`config.mk`:
```
export PLATFORM = sky130hd
export DESIGN_NAME = cpu_clk_ctrl
export DESIGN_NICKNAME = d
export VERILOG_FILES = /design/src/rtl/cpu_clk_ctrl_pkg.sv /design/src/rtl/cpu_clk_ctrl_step_sync.sv /design/src/rtl/cpu_clk_ctrl.sv
export SDC_FILE = /design/constraint.sdc
export NUM_CORES = 1
export LEC_CHECK = 0
export CELL_PAD_IN_SITES_DETAIL_PLACEMENT = 1
export CELL_PAD_IN_SITES_GLOBAL_PLACEMENT = 2
export CORE_MARGIN = 1.5
export CORE_UTILIZATION = 38
export DETAILED_ROUTE_END_ITERATION = 10
export PLACE_DENSITY = 0.86
export SLEW_MARGIN = 10
export SYNTH_ARGS = -nofsm -noshare
export SYNTH_HDL_FRONTEND = slang
export SYNTH_SLANG_ARGS = --single-unit
```
`constraint.sdc`:
```
create_clock -name clk_i -period 5.6 [get_ports clk_i]
set_input_delay 0.56 -clock clk_i [delete_from_list [all_inputs] [get_ports clk_i]]
set_output_delay 0.56 -clock clk_i [all_outputs]
set_load 0.01 [all_outputs]
```
`src/rtl/cpu_clk_ctrl_pkg.sv`:
```
// Shared encodings for the CPU slow-clock controller: operating modes and FSM states.
package cpu_clk_ctrl_pkg;

    typedef logic [1:0] mode_t;

    localparam mode_t MODE_RUN  = 2'b00;
    localparam mode_t MODE_STEP = 2'b01;
    localparam mode_t MODE_HALT = 2'b10;

    localparam logic [1:0] ST_IDLE = 2'd0;
    localparam logic [1:0] ST_HIGH = 2'd1;
    localparam logic [1:0] ST_LOW  = 2'd2;

endpackage

```
`src/rtl/cpu_clk_ctrl_step_sync.sv`:
```
// Two-flop synchroniser plus rising-edge detect for an asynchronous board button.
module cpu_clk_ctrl_step_sync (
    input  logic clk_i,
    input  logic rst_i,
    input  logic btn,
    output logic pulse
);

    logic sync1;
    logic sync2;
    logic prev;

    always_ff @(posedge clk_i or posedge rst_i) begin
        if (rst_i) begin
            sync1 <= 1'b0;
            sync2 <= 1'b0;
            prev  <= 1'b0;
        end else begin
            sync1 <= btn;
            sync2 <= sync1;
            prev  <= sync2;
        end
    end

    // Built only from flops, so no path from the raw button reaches the pulse.
    assign pulse = sync2 & ~prev;

endmodule

```
`src/rtl/cpu_clk_ctrl.sv`:
```
// Programmable 50%-duty CPU slow clock with RUN / STEP / HALT control and tick counter.
//
//   state   | meaning
//   --------+-----------------------------------------------------------
//   ST_IDLE | no period in progress, clk_o low, waiting for RUN or a step
//   ST_HIGH | high phase, half_q cycles long
//   ST_LOW  | low phase, half_q cycles long; mode decides what follows
module cpu_clk_ctrl
    import cpu_clk_ctrl_pkg::*;
#(
    parameter int CNT_W    = 32,
    parameter int DEF_HALF = 300000,
    parameter int TICK_W   = 32
) (
    input  logic              clk_i,
    input  logic              rst_i,
    input  logic [1:0]        mode_i,
    input  logic              step_i,
    input  logic [CNT_W-1:0]  half_i,
    input  logic              half_we_i,
    output logic              clk_o,
    output logic              tick_o,
    output logic              busy_o,
    output logic [TICK_W-1:0] tick_cnt_o
);

    localparam logic [CNT_W-1:0]  CNT_ONE  = CNT_W'(1);
    localparam logic [TICK_W-1:0] TICK_ONE = TICK_W'(1);

    logic [1:0]       state;
    logic [CNT_W-1:0] count;
    logic [CNT_W-1:0] half_q;
    logic [CNT_W-1:0] half_pend;
    logic             step_pls;
    logic             phase_done;
    logic             start_high;

    cpu_clk_ctrl_step_sync u_step_sync (
        .clk_i (clk_i),
        .rst_i (rst_i),
        .btn   (step_i),
        .pulse (step_pls)
    );

    assign phase_done = (count == half_q - CNT_ONE);

    // Mode is only looked at in IDLE and at the close of LOW, so phases are never cut short.
    always_comb begin
        start_high = 1'b0;
        case (state)
            ST_IDLE: start_high = (mode_i == MODE_RUN) ||
                                  ((mode_i == MODE_STEP) && step_pls);
            ST_LOW:  start_high = phase_done && (mode_i == MODE_RUN);
            default: start_high = 1'b0;
        endcase
    end

    always_ff @(posedge clk_i or posedge rst_i) begin
        if (rst_i) begin
            state      <= ST_IDLE;
            count      <= '0;
            half_q     <= CNT_W'(DEF_HALF);
            half_pend  <= CNT_W'(DEF_HALF);
            clk_o      <= 1'b0;
            tick_o     <= 1'b0;
            busy_o     <= 1'b0;
            tick_cnt_o <= '0;
        end else begin
            tick_o <= 1'b0;
            // A zero half-period would never terminate a phase; clamp to one.
            if (half_we_i) begin
                half_pend <= (half_i == '0) ? CNT_ONE : half_i;
            end
            if (start_high) begin
                state      <= ST_HIGH;
                clk_o      <= 1'b1;
                tick_o     <= 1'b1;
                busy_o     <= 1'b1;
                tick_cnt_o <= tick_cnt_o + TICK_ONE;
                half_q     <= half_pend;
                count      <= '0;
            end else begin
                case (state)
                    ST_HIGH: begin
                        if (phase_done) begin
                            state <= ST_LOW;
                            clk_o <= 1'b0;
                            count <= '0;
                        end else begin
                            count <= count + CNT_ONE;
                        end
                    end
                    ST_LOW: begin
                        if (phase_done) begin
                            state  <= ST_IDLE;
                            busy_o <= 1'b0;
                            count  <= '0;
                        end else begin
                            count <= count + CNT_ONE;
                        end
                    end
                    ST_IDLE: begin
                        count <= '0;
                    end
                    default: begin
                        state  <= ST_IDLE;
                        clk_o  <= 1'b0;
                        busy_o <= 1'b0;
                        count  <= '0;
                    end
                endcase
            end
        end
    end

endmodule

```
==> metrics.cfg <==
[outcome]
result_of_the_run=finished clean

[global_route]
grt.met3_usage=0.0525
grt_pass1_vias=5707
grtUsageMet1=0.262
first_pass_grt_wire_length_mm=30.8
grt_max_degree=74
antenna_found_initial=0
grt_busiest_layer=met2
global_route.overflow_total=0
use_met2=0.328
global_route.usage.total=0.201

[timing]
timing_max_transition_violations_final=0
layout_setup_ws_ns=1.09
timing_hold_violations_final=0
layout_worst_path_cycle_share=0.806
rsz_0062_raised_after_global_routing=no
timing.final.crit_period_ns=4.51
clock-skew-final_ns=0.0283
finalSetupTns_ns=0
report.final.setup_viol=0
worst_slew_margin_rel=0.282
maxClockFrequency_mhz=222
worst_slew_pin_slew_ns=1.08

[drt]
dr.pass1.iters=5
post-route-drc-count=0
detail_route.vias_per_cell=5.43
detailedRoute.firstIterationViolations=266
wirelength_mm=18.2
final_antenna_net_count=0
via_count=5228
post_drt_wl_per_cell_um=18.9

[min_path]
min-delay-path-class=reg2reg

[synth]
ys_warn_count=0
synth.net_count=697
synth.largest_area_cell=dfrtp_1
synth_largest_type_area_fraction=0.427
syn_area_um2=7030
avgSynthCellArea_um2=10.8
postSynthRegisterBits=136
postSynthCellCount=653
leading_cell_types_by_total_area_after_synthesis=dfrtp_1 (43%), xor2_1 (7.4%), dfstp_2 (6.0%), mux2_2 (5.8%), xnor2_1 (5.5%)
synth.yosys.seq_area_share=0.487
synthDistinctLibCells=48

[clocking]
clk_root_buffer_cell=clkbuf_16
cts_post_setup_buffers_inserted=0
cts-htree-levels=4
worstSkewPairLatency_ns=0.44
number_of_buffers_created_by_cts=17
cts_tree=done
clkSinkCount=136
postCtsHoldBufs=0
cts_resized=0
max-clock-path-buffers=2
clk_pin_slew_ns=0.06

[final_layout]
mostFrequentLayoutCell=dfrtp_1
filler_cell_count=1994
finish.net_count=765
finish.utilization=0.474
fin_cells=963
diodes=0
proportion_of_layout_cells_with_a_drive_suffix_above_1=0.153
area_growth_pct=21.4
highest_count_cells_in_the_layout_ignoring_fill_and_taps=dfrtp_1 (120), clkdlybuf4s50_1 (72), nor2_1 (60), xor2_1 (59), xnor2_1 (44)

[critical_path]
critPathCaptureType=flop
arrival_ns=4.82
setup.worst_path.start_class=flop
crit_required_ns=5.91
critical_path_peak_fanout=38
timing.setup.critical_path_class=reg2reg

[floorplan]
die_width_um=139
rows=49
die-height_um=139
die_area_um2=19300
initial_utilization=0.390
i_o_pin_cnt=73
core_area_um2=18000

[placement]
gp_congestion=0.869
place_ws_ns=1.15
numPortBuffers=72
dp_hpwl_mm=13.0
placedCellCount=931

[pwr]
cellPowerDensity_nw_per_um2=419
power_mw=3.58
static-leakage-power_nw=3.54
power.ir.vdd_worst_v=0.000221

[job]
count_of_max_cap_constraint_violations=0

registers in the layout, summed over array words and instances, names as in the netlist:
name / count
tick_o: 1
busy_o: 1
count: 32
state: 2
u_step_sync.sync1: 1
half_pend: 32
u_step_sync.prev: 1
half_q: 32
clk_o: 1
u_step_sync.sync2: 1
tick_cnt_o: 32
layer usage:
layer / vias to the layer above / part of all wire
li1: 2435 / -
met2: 92 / 0.49
met1: 2677 / 0.45
met3: 24 / 0.037
met5: - / 0
met4: 0 / 0.017
area by class of cell:
type                            instances  area, um2  area share
Timing Repair Buffer                   76        751      0.0879
Clock inverter                         12        150      0.0176
Multi-Input combinational cell        474       3410       0.399
Inverter                               16       62.6     0.00733
Clock buffer                           20        457      0.0535
Sequential cell                       136       3420       0.401
Tap cell                              229        287      0.0336
path summary, 6_finish.rpt:
kind / from / end / slack (ns) / cells after the start
worst max-delay path: half_q[0]$_DFFE_PP0N_ / half_q[29]$_DFFE_PP0N_ / 1.09 / 11
max in group asynchronous: rst_i / count[18]$_DFF_PP0_ / 3.52 / 3
worst min register to register: u_step_sync.sync1$_DFF_PP0_ / u_step_sync.sync2$_DFF_PP0_ / 0.36 / 0
worst max register to register: half_q[0]$_DFFE_PP0N_ / half_q[29]$_DFFE_PP0N_ / 1.09 / 11
worst min-delay path: u_step_sync.sync1$_DFF_PP0_ / u_step_sync.sync2$_DFF_PP0_ / 0.36 / 0
min in group asynchronous: rst_i / u_step_sync.sync1$_DFF_PP0_ / 0.62 / 2
per-stage QoR:
stage / cell area (um2) / hold WS, ns
after floorplan: 7030 / 0.331
after global placement: 7930 / 0.345
after detailed placement: 7930 / 0.340
after CTS: 8540 / 0.360
after global routing: 8540 / 0.378
final: 8540 / 0.360
cell usage after synthesis (all sizes together):
master / number
nand3b: 3
nor2b: 1
o21ai: 16
o2111ai: 4
inv: 16
nand2: 39
nand3: 34
or4: 6
mux2i: 3
nor2: 60
nor4b: 2
buf: 6
or2: 1
xnor2: 44
a21oi: 23
clkbuf: 21
and2: 3
dfstp: 16
a2111oi: 3
dfrtp: 120
or3: 5
o22ai: 1
a2bb2oi: 1
mux2: 67
ha: 6
nor3b: 1
o21a: 1
xor2: 59
a211oi: 13
o311ai: 1
nor3: 22
nand4b: 2
nand4: 18
and3: 10
nand2b: 4
a21boi: 1
a31oi: 2
o221ai: 1
and4: 3
o31ai: 1
nor4: 13
worst max-delay path, stage by stage, from the launching register on:
cell and delay (ns):
dfrtp_1 0.43, inv_1 0.09, ha_1 0.24, nor4b_1 0.67
nand4_1 0.31, nor3_1 0.28, xnor2_1 0.11, nor4_1 0.25
o2111ai_1 0.20, or4_4 0.72, and2_2 0.62, mux2_1 0.47
where the power goes:
group | internal, mW | switching, mW | total, mW | leakage [nW]
registers | 1.19 | 0.287 | 1.48 | 1.70
clock network | 0.721 | 0.431 | 1.15 | 0.292
logic | 0.461 | 0.485 | 0.946 | 1.54
cells by family (layout without fill, tap and decap cells):
family,Yosys count,after routing,share of synthesized area
adders and majority gates,6,6,0.0107
muxes,70,70,0.120
AOI/OAI and AO/OA,68,68,0.0618
buffers and inverters,43,124,0.0285
xor gates and xnor gates,103,103,0.128
DFF,136,136,0.487
and+or+nand+nor,227,227,0.164
(Power assumes the default switching activity.)
==> patch: new RTL, same settings <==
`TICK_W`: 32 -> 16.
--- a/src/rtl/cpu_clk_ctrl.sv
+++ b/src/rtl/cpu_clk_ctrl.sv
@@ -10,7 +10,7 @@
 #(
     parameter int CNT_W    = 32,
     parameter int DEF_HALF = 300000,
-    parameter int TICK_W   = 32
+    parameter int TICK_W   = 16
 ) (
     input  logic              clk_i,
     input  logic              rst_i,
Ports: changed (resized tick_cnt_o); port bits go from 73 to 57. The function was not compared with the original's and may differ.
==> patch against the unedited design <==
  * Synthesized cell count shrank 8.4%
  * Core utilization decreased by 0.47 points
  * Design area is 9.6% lower
  * Largest cell class is now multi-input gates
  * Count of clock-buffer cells in the layout decreased by 1
  * Wire length shrank 13%
  * Worst setup slack gained 130 ps
  * Sequential cell count is 16 lower
  * Via count fell by 11%
  * Highest routed layer unchanged
  * Area after synthesis fell by 9.4%
  * Global-route usage shrank 0.64 points
Power is not compared: it rests on default switching activity, and its combinational part moved more than twofold at a synthesized area within 25%.
==> patch: results (changes against the unedited design) <==
| Metric | Value |
|---|---|
| Status | completed |
| Filler cells | 1829 (-8.3%) |
| Largest net degree at the start of global routing | 65 (-12%) |
| Asr flop ratio synth | 100.0% (unchanged) |
| Antenna violations before repair | 0 (unchanged) |
| DPL Wire Length | 11.49 mm (-11%) |
| Clk_lat worst skew | 430 ps |
| Router iterations before antenna repair | 4 (-1) |
| Crit path to | count[22]$_DFF_PP0_ |
| Vias in the first global route | 5182 (-9.2%) |
| Hold Crit Endpoint | u_step_sync.sync2$_DFF_PP0_ |
| Place WS | 1223 ps (+67.73 ps) |
| Clk slew on worst S/H paths | 50 ps |
| Drt via density | 5.245 (-3.4%) |
| Setup Skew | 21.31 ps (-6.972 ps) |
| Post-cts resize count | 0 (unchanged) |
| Layout cell share with drive strength beyond 1 | 17.74% (+2.5 points) |
| Cells after synthesis | 598 (-8.4%) |
| Initial DRC count | 156 (-41%) |
| Crit-path max FO | 17 (-55%) |
| DRT Wirelength | 15.88 mm (-13%) |
| First-pass GRT wire length | 26.90 mm (-13%) |
| GRT Total Usage | 19.50% (-0.64 points) |
| Clk buf depth | 2 (unchanged) |
| NetSw | roughly 0.45 mW |
| Worst path arrival time | 4690 ps (-130 ps) |
| Cell leakage power | 3.569 nW |
| Fmax | 0.2280 GHz (+2.9%) |
| CP max-delay cell | or4b_2 |
| Min-Delay Path Class | reg -> reg |
| Placer Congestion | 0.8351 (-3.9%) |
| Final Non-Filler Cells | 885 (-8.1%) |
| Hold_ws | 349.6 ps (-10.22 ps) |
| CTS Buf Count | 17 (unchanged) |
| Delay-heaviest family, CP | simple AND/OR/NAND/NOR gates |
| Slew headroom | 47.07% (+19 points) |
| Final-stage net count | 696 (-9.0%) |
| Syn Nets | 642 (-7.9%) |
| Post-synth top cells | dfrtp_1 (104), nor2_1 (60), xor2_1 (47) |
| Seq/Total Area, Yosys | 47.47% (-1.2 points) |
| Placed inst area | 7102 sq um (-10%) |
| Placed cell count | 853 (-8.4%) |
| Hold path start | u_step_sync.sync1$_DFF_PP0_ |
| R2R depth | 12 (+1) |
| IO buf count | 56 (-22%) |
| Synth unique cells | 53 (+10%) |
| Ranking of synthesized cells by area | dfrtp_1 (41%), mux2_2 (7.4%), dfstp_2 (6.6%), xor2_1 (6.5%), xnor2_1 (5.2%) |
| Peak VDD IR | 0.0002005 V |
| H-tree levels | 4 (unchanged) |
| Critical Path Max Stage Delay | 680 ps (-40 ps) |
[patch: power groups by stage]
stage,sequential [mW],clock (mW),combinational [mW]
floorplan,0.919,0,0.0426
global placement,0.924,0,0.0792
detailed placement,0.926,0,0.0836
CTS,0.911,1.18,0.0837
global route,0.913,1.21,0.0899
finish,0.910,1.15,0.0811
[patch: cell families (layout without fill, tap and decap cells)]
group / Yosys count / after routing / synth area share, %
AO/OA/AOI/OAI: 56 / 56 / 5.638
XOR/XNOR: 85 / 85 / 11.69
adder cells (fa/ha/maj): 6 / 6 / 1.179
buffers and inverters: 41 / 108 / 3.006
flip-flops: 120 / 120 / 47.47
multiplexers: 67 / 67 / 12.69
AND/OR/NAND/NOR: 223 / 223 / 18.33
[patch: worst register-to-register path, delay by kind of cell, from the launching register on]
family / cells / cell delay, ps
fa+ha+maj: 1 / 180
buf+inv: 2 / 450
flops: 1 / 430
mux: 1 / 160
simple gates: 8 / 3050
[patch: layout make-up]
type	instances	area, sq um	share of cell area [%]
multi-input cells	437	3154	40.85
flip-flops and latches	120	3023	39.14
repair buffers	59	583.1	7.550
clock buffers	19	442.9	5.736
well taps	220	275.3	3.564
clock inverters	13	177.7	2.301
inverters	17	66.31	0.8587
[patch: layer usage]
| layer | GRT usage (%) | share of wire (%) | up-vias |
|---|---|---|---|
| met4 | 7.570 | 1.7 | 0 |
| met2 | 34.96 | 53 | 67 |
| met3 | 3.602 | 2.1 | 17 |
| met1 | 23.18 | 43 | 2347 |
| met5 | 0 | 0 | - |
| li1 | - | - | 2211 |
